===== src/rtl/pc_sequencer.sv =====
// Fetch-stage program counter sequencer: picks the next PC from increment, branch
// redirect, stall, memory wait and halt; counts memory-wait cycles for debug.
module pc_sequencer #(
  parameter logic [15:0] RESET_PC = 16'h0000,
  parameter logic [15:0] PC_INC   = 16'd2
) (
  input  logic        clk,
  input  logic        rst_n,
  input  logic        stall,
  input  logic        flush_valid,
  input  logic [15:0] flush_target,
  input  logic        halt,
  input  logic        imem_ready,
  output logic [15:0] pc,
  output logic [15:0] pc_plus2,
  output logic        fetch_valid,
  output logic        halted,
  output logic [15:0] wait_cycles
);

  localparam logic [1:0] RUN      = 2'd0;
  localparam logic [1:0] WAIT_MEM = 2'd1;
  localparam logic [1:0] REDIRECT = 2'd2;
  localparam logic [1:0] HALTED   = 2'd3;

  logic [1:0]  state, state_nxt;
  logic [15:0] pc_nxt;
  logic [15:0] redir, redir_nxt;
  logic [15:0] target;
  logic        pc_we;

  assign target      = {flush_target[15:1], 1'b0};
  assign pc_plus2    = pc + PC_INC;
  assign halted      = (state == HALTED);
  assign fetch_valid = ((state == RUN) || (state == WAIT_MEM)) && imem_ready &&
                       !stall && !flush_valid && !halt;
  assign pc_we       = (pc_nxt != pc);

  always_comb begin
    state_nxt = state;
    pc_nxt    = pc;
    redir_nxt = redir;
    case (state)
      RUN: begin
        if (flush_valid)      pc_nxt = target;
        else if (!imem_ready) state_nxt = WAIT_MEM;
        else if (halt)        state_nxt = HALTED;
        else if (!stall)      pc_nxt = pc_plus2;
      end
      WAIT_MEM: begin
        // The fetch address must stay put while the access is outstanding,
        // so a flush here is parked in the redirect register instead.
        if (flush_valid && !imem_ready) begin
          redir_nxt = target;
          state_nxt = REDIRECT;
        end else if (flush_valid) begin
          pc_nxt    = target;
          state_nxt = RUN;
        end else if (imem_ready) begin
          if (halt)        state_nxt = HALTED;
          else begin
            state_nxt = RUN;
            if (!stall) pc_nxt = pc_plus2;
          end
        end
      end
      REDIRECT: begin
        if (flush_valid) redir_nxt = target;
        if (imem_ready) begin
          pc_nxt    = flush_valid ? target : redir;
          state_nxt = RUN;
        end
      end
      default: begin
        if (flush_valid) begin
          pc_nxt    = target;
          state_nxt = RUN;
        end
      end
    endcase
  end

  always_ff @(posedge clk) begin
    if (!rst_n) begin
      state       <= RUN;
      pc          <= RESET_PC;
      redir       <= '0;
      wait_cycles <= '0;
    end else begin
      state <= state_nxt;
      redir <= redir_nxt;
      if (pc_we) pc <= pc_nxt;
      if ((state == WAIT_MEM) && (wait_cycles != 16'hFFFF))
        wait_cycles <= wait_cycles + 16'd1;
    end
  end

endmodule

===== config.mk =====
export PLATFORM = sky130hd
export DESIGN_NAME = pc_sequencer
export DESIGN_NICKNAME = d
export VERILOG_FILES = /design/src/rtl/pc_sequencer.sv
export SDC_FILE = /design/constraint.sdc
export NUM_CORES = 1
export LEC_CHECK = 0
export ABC_CLOCK_PERIOD_IN_PS = 2100
export CORE_MARGIN = 4
export CORE_UTILIZATION = 30
export DETAILED_ROUTE_END_ITERATION = 8
export PLACE_DENSITY = 0.61
export SLEW_MARGIN = 20
export SYNTH_ARGS = -nofsm -noshare
export SYNTH_HDL_FRONTEND = slang
export SYNTH_SLANG_ARGS = --single-unit

===== constraint.sdc =====
create_clock -name clk -period 2.1 [get_ports clk]
set_clock_uncertainty 0.2 [all_clocks]
set_input_delay 0.525 -clock clk [delete_from_list [all_inputs] [get_ports clk]]
set_output_delay 0.525 -clock clk [all_outputs]
set_load 0.05 [all_outputs]

### Word level (Yosys, flattened, before mapping)

Index checks and enable logic that the tools add are counted.

| operators by class | value |
|---|---|
| add/sub/neg operators | 2 |
| eq/ne operators | 10 |
| mux-type cells | 21 |
| reductions and logical operators | 16 |

Operator list:

| kind | count |
|---|---|
| two-way mux 16 bit | 9 |
| one-hot mux 16 bit (3 select lines) | 1 |
| one-hot mux 16 bit (2 select lines) | 1 |
| two-way mux 2 bit | 9 |
| adder 16 x 1 -> 16 bit (second input constant) | 1 |
| adder 16 x 2 -> 16 bit (second input constant) | 1 |
| inequality test 16 bit | 1 |
| inequality test 16 bit (second input constant) | 1 |
| logical AND 1 bit | 6 |
| one-hot mux 2 bit (3 select lines) | 1 |
| AND reduction 5 bit | 1 |
| == test 2 bit (second input constant) | 2 |
| logical NOT 1 bit | 4 |
| inequality test 2 bit (second input constant) | 2 |
| inequality test 4 x 3 -> 1 bit (second input constant) | 1 |
| nonzero test 4 bit | 1 |
| inequality test 3 bit (second input constant) | 1 |
| == test 2 x 1 -> 1 bit (second input constant) | 1 |
| logical NOT 2 bit | 1 |
| inequality test 2 x 1 -> 1 bit (second input constant) | 1 |
| AND reduction 2 bit | 1 |
| nonzero test 2 bit | 1 |
| logical OR 1 bit | 1 |

| storage, ports and cells | value |
|---|---|
| flip-flop bits (word level) | 50 |
| output and inout bits | 50 |
| word-level logic and storage cells | 53 |

### Longest topological paths before layout

Gate-level depths: netlist of run 1.

| logic depth | value |
|---|---|
| depth in word-level cells | 8 |
| gate-level depth with buffers | 8 |
| gate-level depth less buffers | 6 |

### Worst setup path after synthesis of run 1

Ideal clock, no wire load.

| timing | value |
|---|---|
| path type | reg-to-output |
| from | register pc[1] |
| to | output port pc_plus2[15] |
| arrival | 2.586 ns |
| data required time | 1.375 ns |
| slack | -1.211 ns |
| cell stages (with the launch flop) | 7 |
| path buffers | 1 |
| cells stage by stage | dfxtp_1 > ha_1 > nand3_1 > clkbuf_1 > nor2_1 > nand3_1 > xnor2_1 |

| between the ends | value |
|---|---|
| longest elaborated chain between the ends | 1 |

RTL lines:

| item | RTL line | text |
|---|---|---|
| start, declared | 14 | `output logic [15:0] pc,` |
| start signal, assigned | 92 | `if (pc_we) pc <= pc_nxt;` |
| adder 16 x 2 -> 16 bit | 33 | `assign pc_plus2 = pc + PC_INC;` |
| end, declared | 15 | `output logic [15:0] pc_plus2,` |

No other way between the ends.

### Final worst setup path of run 1

| timing | value |
|---|---|
| from | register pc[1] |
| to | output port pc_plus2[7] |

Same word-level chain as after synthesis.

==> run_results.csv, run 1 <==
group,metric,value,unit
global_route,grt_pass1_wl,19000,um
run_status,violations,"setup timing",
sta,rsz0062_at_grt,"yes",
yosys,synth_edf_count,0,
detailed_routing,viasPerCell,5.53,
pwr,p_per_area,998,mW/mm^2
finish,num-nets-final,572,
finish,fin_area,0.00571,sq mm
finish,diodes,0,
global_route,antenna_found_initial,0,
cts,clock_latency,0.29,ns
global_route,grt_max_degree,25,
finish,area_delta_synth_final,66.6,%
detailed_routing,firstDrtPassIters,4,
finish,layout-drive-gt1-share,43.3,%
critical_path,crit_start,"pc[1]",
run_status,status,"finished, violations left",
yosys,ys.flop_type,"dfxtp_1",
detailed_routing,wl,11600,um
yosys,synthesis.area,0.00343,sq mm
yosys,synth_area_leaders,"dfxtp_1, mux2i_1, nor2_1, xnor2_1, a21oi_1",
floorplan,core_area,0.0110,sq mm
yosys,synth_seq_area_share,29.2,%
sta,finalMaxSlewViolations,0,
detailed_routing,drc,0,
yosys,synth_area_leader_cell,"dfxtp_1",
detailed_routing,final_antenna_net_count,0,
detailed_routing,drt_iter0_drc,224,
sta,finalSetupViolCount,13,
pwr,p_leak,2.37,nW
run,timing.max_cap.violations,0,
floorplan,die_area,0.0132,sq mm
floorplan,die_y,115,um
sta,worstMarginPinSlew,0.515,ns
yosys,yosysWarnings,0,
floorplan,placementRows,38,
critical_path,regToRegSetupSlack,-0.04,ns
floorplan,initial_core_util,31.1,%
placed_design,place.gp.congestion,0.829,
floorplan,io_pins,72,
critical_path,cp-endpoint,"pc_plus2[7]",
detailed_routing,via_count,3790,
critical_path,rr_endpoint,"pc[11]",
global_route,grt_pass1_vias,3727,
sta,timing.final.crit_share,109,%
placed_design,dp_hpwl,8420,um
critical_path,worst_r2r_path_depth,6,
sta,fin_crit,2.29,ns
cts,hold_buffers,0,
cts,clockBufferDepth,2,
global_route,grt_overflow,0,
critical_path,reg2reg_from,"state[0]",
critical_path,cp_max_fo,6,
cts,cts_tree,"yes",
finish,fillers,1018,
critical_path,crit_path_end_kind,"output pin",
critical_path,critPathLaunchType,"flip-flop",
worst_hold_path,hold_path.class,"flip-flop to flip-flop",
critical_path,arrival,1.56,ns
sta,final_hold_viol_count,0,
global_route,grt_use_total,17.5,%
cts,cts_root_buf,"clkbuf_16",
sta,worst_slew_margin_rel,65.4,%
finish,seq_area,0.00106,sq mm
sta,fmax,437,MHz
finish,multi_input_area,0.00267,sq mm
cts,clkSinkCount,50,
yosys,synth_nets,439,
pwr,vdd_drop_max,0.755,mV
yosys,synth_top_area_share,29.2,%
placed_design,placed_area,0.00515,sq mm
yosys,async_flop_share,0,%
critical_path,required,1.37,ns
placed_design,port_buffers,70,
sta,worst_slack,-0.190,ns
cts,htree_levels,2,
yosys,synth_seq_cells,50,
yosys,ys_types,62,
floorplan,die_w,115,um
pwr,power.total,5.71,mW
cts,cts_buffers,5,
cts,clkTransAtPathRegs,0.07,ns
detailed_routing,wl_per_cell,17.0,um
yosys,syn_inst,411,
critical_path,critPathKind,"flip-flop to output pin",
yosys,synth.avg_cell_area,8.35,sq um
==> kinds of logic (layout without fill, tap and decap cells) <==
logic type	count (synthesis)	in the layout	share of synthesized area, %
compound gates	97	97	20.5
xor+xnor	18	18	4.60
fa+ha+maj	6	6	2.19
buf+inv	48	182	6.89
flops	50	50	29.2
mux	37	37	11.1
simple gates	155	155	25.5
==> through the flow <==
stage,hold WS [ns],utilization [%],setup slack (ns),TNS [ns],cells
2_1_floorplan,0.252,-,-0.221,-1.83,411
3_3_place_gp,0.265,46.7,-0.614,-11.35,660
3_5_place_dp,0.281,46.7,-0.656,-12.32,660
4_1_cts,0.292,50.5,-0.208,-2.02,683
5_1_grt,0.323,51.8,-0.272,-2.66,685
6_report,0.287,51.8,-0.190,-1.80,685
==> layout make-up <==
cell class,count,area share [%]
inverters,14,0.920
repair buffers,160,27.9
flip-flops and latches,50,18.5
clock buffers,5,2.19
clock inverters,3,0.701
well taps,140,3.07
multi-input cells,313,46.7
==> how the worst min path moves through the flow <==
| stage | from | to | cells past startpoint |
|---|---|---|---|
| detailed placement | wait_cycles[5] | wait_cycles[5] | 2 |
| global placement | wait_cycles[5] | wait_cycles[5] | 2 |
| floorplan | redir[0] | redir[0] | 1 |
| finish | wait_cycles[5] | wait_cycles[5] | 2 |
| global route | wait_cycles[5] | wait_cycles[5] | 2 |
| CTS | wait_cycles[5] | wait_cycles[5] | 2 |
==> cell usage after synthesis (all sizes together), types with 3 or more instances <==
| library cell | number |
|---|---|
| a222oi | 5 |
| ha | 6 |
| mux2i | 29 |
| o32ai | 5 |
| o31a | 4 |
| nor3 | 13 |
| dfxtp | 50 |
| o21a | 3 |
| nand4 | 6 |
| o211ai | 3 |
| nand2b | 13 |
| nand3 | 13 |
| nor3b | 3 |
| and4 | 6 |
| clkbuf | 16 |
| xnor2 | 11 |
| buf | 18 |
| and3 | 7 |
| a211oi | 3 |
| o21ai | 14 |
| nand2 | 22 |
| xor2 | 7 |
| or4 | 6 |
| o22ai | 4 |
| a31oi | 4 |
| a21oi | 18 |
| nor4 | 11 |
| o31ai | 10 |
| mux2 | 8 |
| nor2b | 7 |
| inv | 14 |
| a221oi | 8 |
| nor2 | 38 |
==> flip-flops by register name, indices dropped and copies added, names as in the netlist <==
register / cells
redir: 16
state: 2
pc: 16
wait_cycles: 16
==> power by group <==
group / internal (mW) / switching, mW / total, mW
Sequential: 1.15 / 0.154 / 1.30
Combinational: 1.56 / 1.91 / 3.48
Clock: 0.559 / 0.367 / 0.926
Total: 3.27 / 2.44 / 5.71
==> per-layer routing <==
layer | GRT usage (%) | vias up | part of all wire (%)
li1 | - | 1802 | -
met1 | 23.8 | 1852 | 45
met2 | 29.0 | 113 | 48
met3 | 2.21 | 23 | 4.9
met4 | 5.40 | 0 | 2.0
met5 | 0 | - | 0
==> what timing repair did <==
action                     in CTS  in global routing
pin swaps                      17                 25
gates cloned                    1                  0
setup endpoints to repair      34                 31
gates resized for setup        36                 27
buffers inserted               14                  5
==> worst max-delay path, stage by stage, from the launching register on <==
cell and delay (ns):
dfxtp_4 0.37, ha_4 0.14, nand3_4 0.15, nor2_4 0.17, buf_6 0.14, xor2_4 0.15, buf_12 0.15
==> layout by cell type, fill, tap and decap left out, types with 6 or more instances in the layout <==
cell,Yosys,routed
nand2_1,21,19
nor2_4,0,6
and3_1,6,6
o21ai_0,13,13
or4_1,6,6
nand2b_1,13,13
a21oi_1,18,17
o31ai_1,10,9
mux2_2,8,6
buf_4,2,106
buf_6,3,10
dfxtp_1,50,30
nand4_1,6,6
nor2_1,38,32
a221oi_1,8,8
clkdlybuf4s50_1,0,16
dfxtp_2,0,8
nor2b_1,7,7
inv_1,14,13
mux2i_1,29,29
buf_12,0,23
nand3_1,12,8
nor3_1,13,9
dfxtp_4,0,12
No activity file was read; power rests on OpenSTA's default activity.
==> run 2, diff against run 1 <==
Settings changed: GPL_ROUTABILITY_DRIVEN set to 1.
==> results of run 2 <==
Same layout as run 1: the final DEF is identical, and so are final timing and power.
